==> src/rtl/sae_stream_ctrl.sv <==
// sae_stream_ctrl: host-side initiator for the single-byte SAE engine.
// Buffers an incoming byte stream in a small FIFO, runs one engine
// transaction per byte, and returns the results on a ready/valid stream.
module sae_stream_ctrl #(
    parameter int DEPTH   = 4,
    parameter int TIMEOUT = 8
) (
    input  logic       clk,
    input  logic       reset_n,
    input  logic [1:0] cfg_mode,
    input  logic [7:0] cfg_key,
    input  logic       cfg_start,
    input  logic [7:0] s_data,
    input  logic       s_valid,
    input  logic       s_last,
    output logic       s_ready,
    output logic [7:0] m_data,
    output logic       m_valid,
    output logic       m_last,
    input  logic       m_ready,
    output logic [1:0] sae_mode,
    output logic [7:0] sae_data,
    output logic [7:0] sae_key,
    output logic       sae_valid,
    input  logic [7:0] sae_out_data,
    input  logic       sae_out_ready,
    input  logic       sae_err,
    output logic       busy,
    output logic       err_key,
    output logic       err_timeout
);

    localparam int AW = (DEPTH > 1) ? $clog2(DEPTH) : 1;
    localparam int CW = $clog2(DEPTH + 1);
    localparam int TW = $clog2(TIMEOUT + 1);

    localparam logic [1:0] MODE_NONE   = 2'b00;
    localparam logic [1:0] MODE_KEYGEN = 2'b01;
    localparam logic [1:0] MODE_ENC    = 2'b10;

    typedef enum logic [2:0] {
        ST_IDLE  = 3'd0,
        ST_CHECK = 3'd1,
        ST_ISSUE = 3'd2,
        ST_GUARD = 3'd3,
        ST_WAIT  = 3'd4,
        ST_OUT   = 3'd5
    } state_t;

    // Secret keys must lie in 1..222; the public key used for encryption is not checked.
    function automatic logic key_invalid(input logic [1:0] mode, input logic [7:0] key);
        return (mode != MODE_ENC) && ((key == 8'd0) || (key > 8'd222));
    endfunction

    state_t         state_q, state_d;
    logic [1:0]     mode_q, mode_d;
    logic [7:0]     key_q, key_d;
    logic           last_q, last_d;
    logic [TW-1:0]  cnt_q, cnt_d;
    logic [7:0]     sae_data_q, sae_data_d;
    logic           sae_valid_q, sae_valid_d;
    logic [7:0]     m_data_q, m_data_d;
    logic           m_last_q, m_last_d;
    logic           m_valid_q, m_valid_d;
    logic           busy_q, busy_d;
    logic           err_key_q, err_key_d;
    logic           err_timeout_q, err_timeout_d;
    logic           s_ready_q, s_ready_d;

    logic [8:0]     mem_q [DEPTH];
    logic [8:0]     mem_d [DEPTH];
    logic [AW-1:0]  wr_ptr_q, wr_ptr_d;
    logic [AW-1:0]  rd_ptr_q, rd_ptr_d;
    logic [CW-1:0]  count_q, count_d;

    logic           push_s;
    logic           pop_s;
    logic           flush_s;
    logic [8:0]     head_s;
    logic           fifo_empty_s;

    assign push_s       = s_valid & s_ready_q;
    assign head_s       = mem_q[rd_ptr_q];
    assign fifo_empty_s = (count_q == CW'(0));

    // Next-state and output decode for the transaction sequencer.
    always_comb begin
        state_d       = state_q;
        mode_d        = mode_q;
        key_d         = key_q;
        last_d        = last_q;
        cnt_d         = cnt_q;
        sae_data_d    = sae_data_q;
        m_data_d      = m_data_q;
        m_last_d      = m_last_q;
        err_key_d     = err_key_q;
        err_timeout_d = err_timeout_q;
        pop_s         = 1'b0;
        flush_s       = 1'b0;

        case (state_q)
            ST_IDLE: begin
                if (cfg_start && (cfg_mode != MODE_NONE)) begin
                    mode_d        = cfg_mode;
                    key_d         = cfg_key;
                    err_key_d     = 1'b0;
                    err_timeout_d = 1'b0;
                    state_d       = ST_CHECK;
                end else begin
                    state_d = ST_IDLE;
                end
            end
            ST_CHECK: begin
                if (key_invalid(mode_q, key_q)) begin
                    err_key_d = 1'b1;
                    state_d   = ST_IDLE;
                end else if (mode_q == MODE_KEYGEN) begin
                    sae_data_d = 8'h00;
                    state_d    = ST_ISSUE;
                end else if (!fifo_empty_s) begin
                    sae_data_d = head_s[7:0];
                    state_d    = ST_ISSUE;
                end else begin
                    state_d = ST_CHECK;
                end
            end
            ST_ISSUE: begin
                pop_s   = (mode_q != MODE_KEYGEN);
                last_d  = (mode_q == MODE_KEYGEN) ? 1'b1 : head_s[8];
                state_d = ST_GUARD;
            end
            ST_GUARD: begin
                // The engine's ready is a level and may still show the previous result.
                cnt_d   = TW'(0);
                state_d = ST_WAIT;
            end
            ST_WAIT: begin
                if (sae_out_ready) begin
                    m_data_d = sae_out_data;
                    m_last_d = last_q;
                    state_d  = ST_OUT;
                end else if (sae_err) begin
                    err_key_d = 1'b1;
                    flush_s   = 1'b1;
                    state_d   = ST_IDLE;
                end else if (cnt_q == TW'(TIMEOUT - 1)) begin
                    err_timeout_d = 1'b1;
                    flush_s       = 1'b1;
                    state_d       = ST_IDLE;
                end else begin
                    cnt_d = cnt_q + TW'(1);
                end
            end
            ST_OUT: begin
                if (!m_ready) begin
                    state_d = ST_OUT;
                end else if (m_last_q) begin
                    state_d = ST_IDLE;
                end else if (!fifo_empty_s) begin
                    // Key already validated: go straight to the next byte for 4-cycle throughput.
                    sae_data_d = head_s[7:0];
                    state_d    = ST_ISSUE;
                end else begin
                    state_d = ST_CHECK;
                end
            end
            default: begin
                state_d = ST_IDLE;
            end
        endcase

        // Mode and key drive the engine directly, so they read as zero whenever idle.
        mode_d      = (state_d == ST_IDLE) ? 2'b00 : mode_d;
        key_d       = (state_d == ST_IDLE) ? 8'h00 : key_d;
        sae_valid_d = (state_d == ST_ISSUE);
        m_valid_d   = (state_d == ST_OUT);
        busy_d      = (state_d != ST_IDLE);
    end

    // Next-state of the input FIFO; a flush keeps only a byte accepted in the same cycle.
    always_comb begin
        mem_d = mem_q;
        if (push_s) begin
            mem_d[wr_ptr_q] = {s_last, s_data};
        end else begin
            mem_d[wr_ptr_q] = mem_q[wr_ptr_q];
        end

        if (flush_s) begin
            rd_ptr_d = wr_ptr_q;
            wr_ptr_d = wr_ptr_q + AW'(push_s);
            count_d  = CW'(push_s);
        end else begin
            rd_ptr_d = rd_ptr_q + AW'(pop_s);
            wr_ptr_d = wr_ptr_q + AW'(push_s);
            count_d  = count_q + CW'(push_s) - CW'(pop_s);
        end

        // A full FIFO still accepts a byte in the cycle its head is being popped.
        s_ready_d = (count_d != CW'(DEPTH)) ||
                    ((state_d == ST_ISSUE) && (mode_d != MODE_KEYGEN));
    end

    // Sequencer and output registers.
    always_ff @(posedge clk or negedge reset_n) begin
        if (!reset_n) begin
            state_q       <= ST_IDLE;
            mode_q        <= 2'b00;
            key_q         <= 8'h00;
            last_q        <= 1'b0;
            cnt_q         <= TW'(0);
            sae_data_q    <= 8'h00;
            sae_valid_q   <= 1'b0;
            m_data_q      <= 8'h00;
            m_last_q      <= 1'b0;
            m_valid_q     <= 1'b0;
            busy_q        <= 1'b0;
            err_key_q     <= 1'b0;
            err_timeout_q <= 1'b0;
        end else begin
            state_q       <= state_d;
            mode_q        <= mode_d;
            key_q         <= key_d;
            last_q        <= last_d;
            cnt_q         <= cnt_d;
            sae_data_q    <= sae_data_d;
            sae_valid_q   <= sae_valid_d;
            m_data_q      <= m_data_d;
            m_last_q      <= m_last_d;
            m_valid_q     <= m_valid_d;
            busy_q        <= busy_d;
            err_key_q     <= err_key_d;
            err_timeout_q <= err_timeout_d;
        end
    end

    // FIFO storage, pointers and the registered ready flag.
    always_ff @(posedge clk or negedge reset_n) begin
        if (!reset_n) begin
            for (int i = 0; i < DEPTH; i++) begin
                mem_q[i] <= 9'h000;
            end
            wr_ptr_q  <= AW'(0);
            rd_ptr_q  <= AW'(0);
            count_q   <= CW'(0);
            s_ready_q <= 1'b1;
        end else begin
            mem_q     <= mem_d;
            wr_ptr_q  <= wr_ptr_d;
            rd_ptr_q  <= rd_ptr_d;
            count_q   <= count_d;
            s_ready_q <= s_ready_d;
        end
    end

    assign s_ready     = s_ready_q;
    assign m_data      = m_data_q;
    assign m_valid     = m_valid_q;
    assign m_last      = m_last_q;
    assign sae_mode    = mode_q;
    assign sae_key     = key_q;
    assign sae_data    = sae_data_q;
    assign sae_valid   = sae_valid_q;
    assign busy        = busy_q;
    assign err_key     = err_key_q;
    assign err_timeout = err_timeout_q;

endmodule

==> config.mk <==
export PLATFORM = sky130hd
export DESIGN_NAME = sae_stream_ctrl
export DESIGN_NICKNAME = d
export VERILOG_FILES = /design/src/rtl/sae_stream_ctrl.sv
export SDC_FILE = /design/constraint.sdc
export NUM_CORES = 1
export LEC_CHECK = 0
export ABC_CLOCK_PERIOD_IN_PS = 2800
export BUFFER_PORTS_ARGS = -buffer_cell sky130_fd_sc_hd__clkbuf_2
export CAP_MARGIN = 20
export CORE_MARGIN = 8
export CORE_UTILIZATION = 57
export CTS_CLUSTER_DIAMETER = 200
export DETAILED_ROUTE_END_ITERATION = 10
export PLACE_DENSITY = 0.8
export REMOVE_ABC_BUFFERS = 1
export SETUP_SLACK_MARGIN = 0.05
export SYNTH_ARGS = -nofsm -noshare
export SYNTH_HDL_FRONTEND = slang
export SYNTH_SLANG_ARGS = --single-unit
==> constraint.sdc <==
create_clock -name clk -period 2.8 [get_ports clk]
set_input_delay 0.14 -clock clk [delete_from_list [all_inputs] [get_ports clk]]
set_output_delay 0.14 -clock clk [all_outputs]
set_load 0.05 [all_outputs]
==> out/results.ini <==
[synthesis]
synth_seq_area_share = 0.4962
synth_area_leader_cell = dfrtp_1
yosysTopAreaCellShare = 0.4900
yosys_most_used_dff = dfrtp_1
yosys-top-cells-area = dfrtp_1 (49%), mux4_2 (9.6%), o21ai_0 (5.9%)
synthCells = 379
netlist_area_um2 = 4239
synth-seq-cells = 84
yosys_warnings = 0
synth_area_per_cell_um2 = 11.18
async_reset_ff_frac = 1.000
synth_enable_flop_cells = 0
synth_cell_types = 48
yosysMostFrequentCell = dfrtp_1
synth_commonest_cells = dfrtp_1 (83), o21ai_0 (50), nand2_1 (41), nor2_1 (37), mux2i_1 (19)

[drt]
first_iter_violations = 100
routed_via_density = 5.663
drc = 0
vias = 3092
wire_per_inst_um = 16.36
drt_wl_total_um = 8935
ant_nets = 0
drt_pre_antenna_iters = 4

[sta]
slew_violations = 0
slew_headroom = 0.4714
setup_tns_ns = 0
tightest_slew_ns = 0.7904
fin_skew_ns = 0.01450
min_period_ns = 2.400
finalCritPeriodShare = 0.8571
hold_viol = 0
rsz0062_at_grt = false
clock.fmax_mhz = 416.7
setup_violations = 0
setup_ws_ns = 0.4001

[cts]
root_buffer = clkbuf_8
numCtsBuffers = 9
clock_sinks = 84
clockBufferDepth = 2
cts_tree = done
clk_pin_slew_worst_paths_ns = 0.08
clk_latency_ns = 0.35
cts_setup_buffers = 0
hold_buffers = 4
ctsResizeCount = 0
htree_levels = 3

[placed_design]
place_ws_ns = 0.4368
hpwl_um = 6461
placed_cells = 525
io_buffers = 66
dpl_cell_area_um2 = 4601
gp_congestion = 0.8075

[power]
ir_drop_mv = 0.6837
power_mw = 6.800
p_leak_nw = 2.320
power_density_nw_per_um2 = 1399

[setup_path]
path_max_fanout = 12
start_kind = flop
crit_family = adder cells
critPathLaunch = state_q[1]$_DFF_PN0_
cp-endpoint = s_ready$_DFF_PN1_
r2r_cells = 9
crit_chain = nor2b_1 > nand2_1 > nor2_1 > ha_1 > inv_1 > ha_1 > fa_1 > nor2_1 > o211ai_1
criticalPathCategory = reg2reg
rrSetupSlack_ns = 0.40
path_buf_inv = 1
required_ns = 3.07
crit_arrival_ns = 2.67
crit_path_end_kind = flop
cpPeakStageDelay_ns = 0.55
r2r-start = state_q[1]$_DFF_PN0_
slowest_stage = dfrtp_1
r2r_end = s_ready$_DFF_PN1_
cp.depth = 9

[floorplan]
fp.dieW_um = 102.2
coreArea_um2 = 7214
initial_core_util = 0.5876
die_h_um = 102.2
ios = 67
rows = 31
die_area_um2 = 10450

[grt]
grt_pass1_vias = 3147
antenna_found_initial = 0
grt_pass1_wl_um = 14610
grt_max_degree = 85
overflow = 0
grt_util_all_layers = 0.1798

[final_layout]
antenna_cells = 0
final_cell_area_um2 = 4861
nNetsFinal = 482
layoutNonFillerInstCount = 546
drive_above_1_share = 0.2886
synthToLayoutAreaGrowth_pct = 14.67
fillCellCount = 577

[run_status]
status = complete, no violations

[flow_run]
cap_violations = 0

[min_path]
hold_class = in2reg

[flip-flops by register name, indices dropped and copies added (netlist names), 2 cells and up]
register and flops:
state_q 3, sae_data 8, rd_ptr_q 2, sae_key 8, cnt_q 4, m_data 8
wr_ptr_q 2, sae_mode 2, count_q 3, mem_q 36
[metal layers]
layer,GRT usage,vias up,share of wire
met4,0.08014,0,0.016
met1,0.2160,1512,0.43
met2,0.3058,87,0.49
met5,0,-,0
met3,0.03542,14,0.060
li1,-,1479,-
[report_power, final]
group | switching [mW] | total (mW) | internal, mW | leakage [nW]
combinational | 2.18 | 3.59 | 1.40 | 1.19
sequential | 0.579 | 2.37 | 1.79 | 1.03
clock | 0.428 | 0.840 | 0.412 | 0.0962
total | 3.19 | 6.80 | 3.61 | 2.32
[how the worst min path moves through the flow]
stage / endpoint / depth (start not counted) / slack [ns] / from
final: m_data[7]$_DFFE_PN0P_ / 2 / 0.02 / sae_out_data[7]
after CTS: m_data[7]$_DFFE_PN0P_ / 2 / 0.001 / sae_out_data[7]
after detailed placement: err_key$_DFFE_PN0P_ / 1 / 0.38 / reset_n
after global routing: m_data[6]$_DFFE_PN0P_ / 2 / 0.003 / sae_out_data[6]
after global placement: m_data[3]$_DFFE_PN0P_ / 2 / 0.37 / sae_out_data[3]
after floorplan: busy$_DFF_PN0_ / 0 / -0.16 / reset_n
[metrics by stage]
stage                     hold WS [ns]    util
after floorplan                -0.1556       -
after global placement          0.3727  0.6377
after detailed placement        0.3790  0.6377
after CTS                     0.001192  0.6700
after global routing          0.003446  0.6738
final                          0.02164  0.6738
[worst register-to-register path: cells and delay by family, from the launching register on]
kind / cells / cell delay, ns
AOI/OAI and AO/OA: 1 / 0.10
adders and majority gates: 3 / 0.83
buffers and inverters: 1 / 0.06
DFF: 1 / 0.55
and+or+nand+nor: 4 / 0.78
[placed cells by master (no fill, tap or decap), types with 3 or more instances in the layout]
| cell | count |
|---|---|
| a21o_1 | 3 |
| a21oi_1 | 13 |
| a221oi_2 | 8 |
| and2_1 | 5 |
| buf_4 | 3 |
| clkbuf_2 | 65 |
| clkbuf_8 | 9 |
| dfrtp_1 | 83 |
| dlygate4sd3_1 | 4 |
| ha_1 | 5 |
| inv_1 | 17 |
| mux2_2 | 10 |
| mux2i_1 | 19 |
| mux4_2 | 18 |
| nand2_1 | 41 |
| nand2b_1 | 5 |
| nand3_1 | 4 |
| nor2_1 | 37 |
| nor2b_1 | 3 |
| o21ai_0 | 50 |
| or4_1 | 4 |
| xnor2_1 | 4 |
[area by class of cell]
| class | instances | area (um2) | share of cell area |
|---|---|---|---|
| inverter | 17 | 63.81 | 0.01313 |
| multi-input combinational | 257 | 1962 | 0.4036 |
| sequential | 84 | 2103 | 0.4327 |
| clock inverter | 6 | 65.06 | 0.01338 |
| timing repair buffer | 73 | 415.4 | 0.08546 |
| tap | 99 | 123.9 | 0.02548 |
| clock buffer | 10 | 127.6 | 0.02625 |
[kinds of logic after synthesis]
| family | synth area share |
|---|---|
| simple gates | 0.1331 |
| xor+xnor | 0.01033 |
| flops | 0.4962 |
| fa+ha+maj | 0.01948 |
| mux | 0.1671 |
| buf+inv | 0.04103 |
| compound gates | 0.1328 |
(Power assumes the default switching activity.)
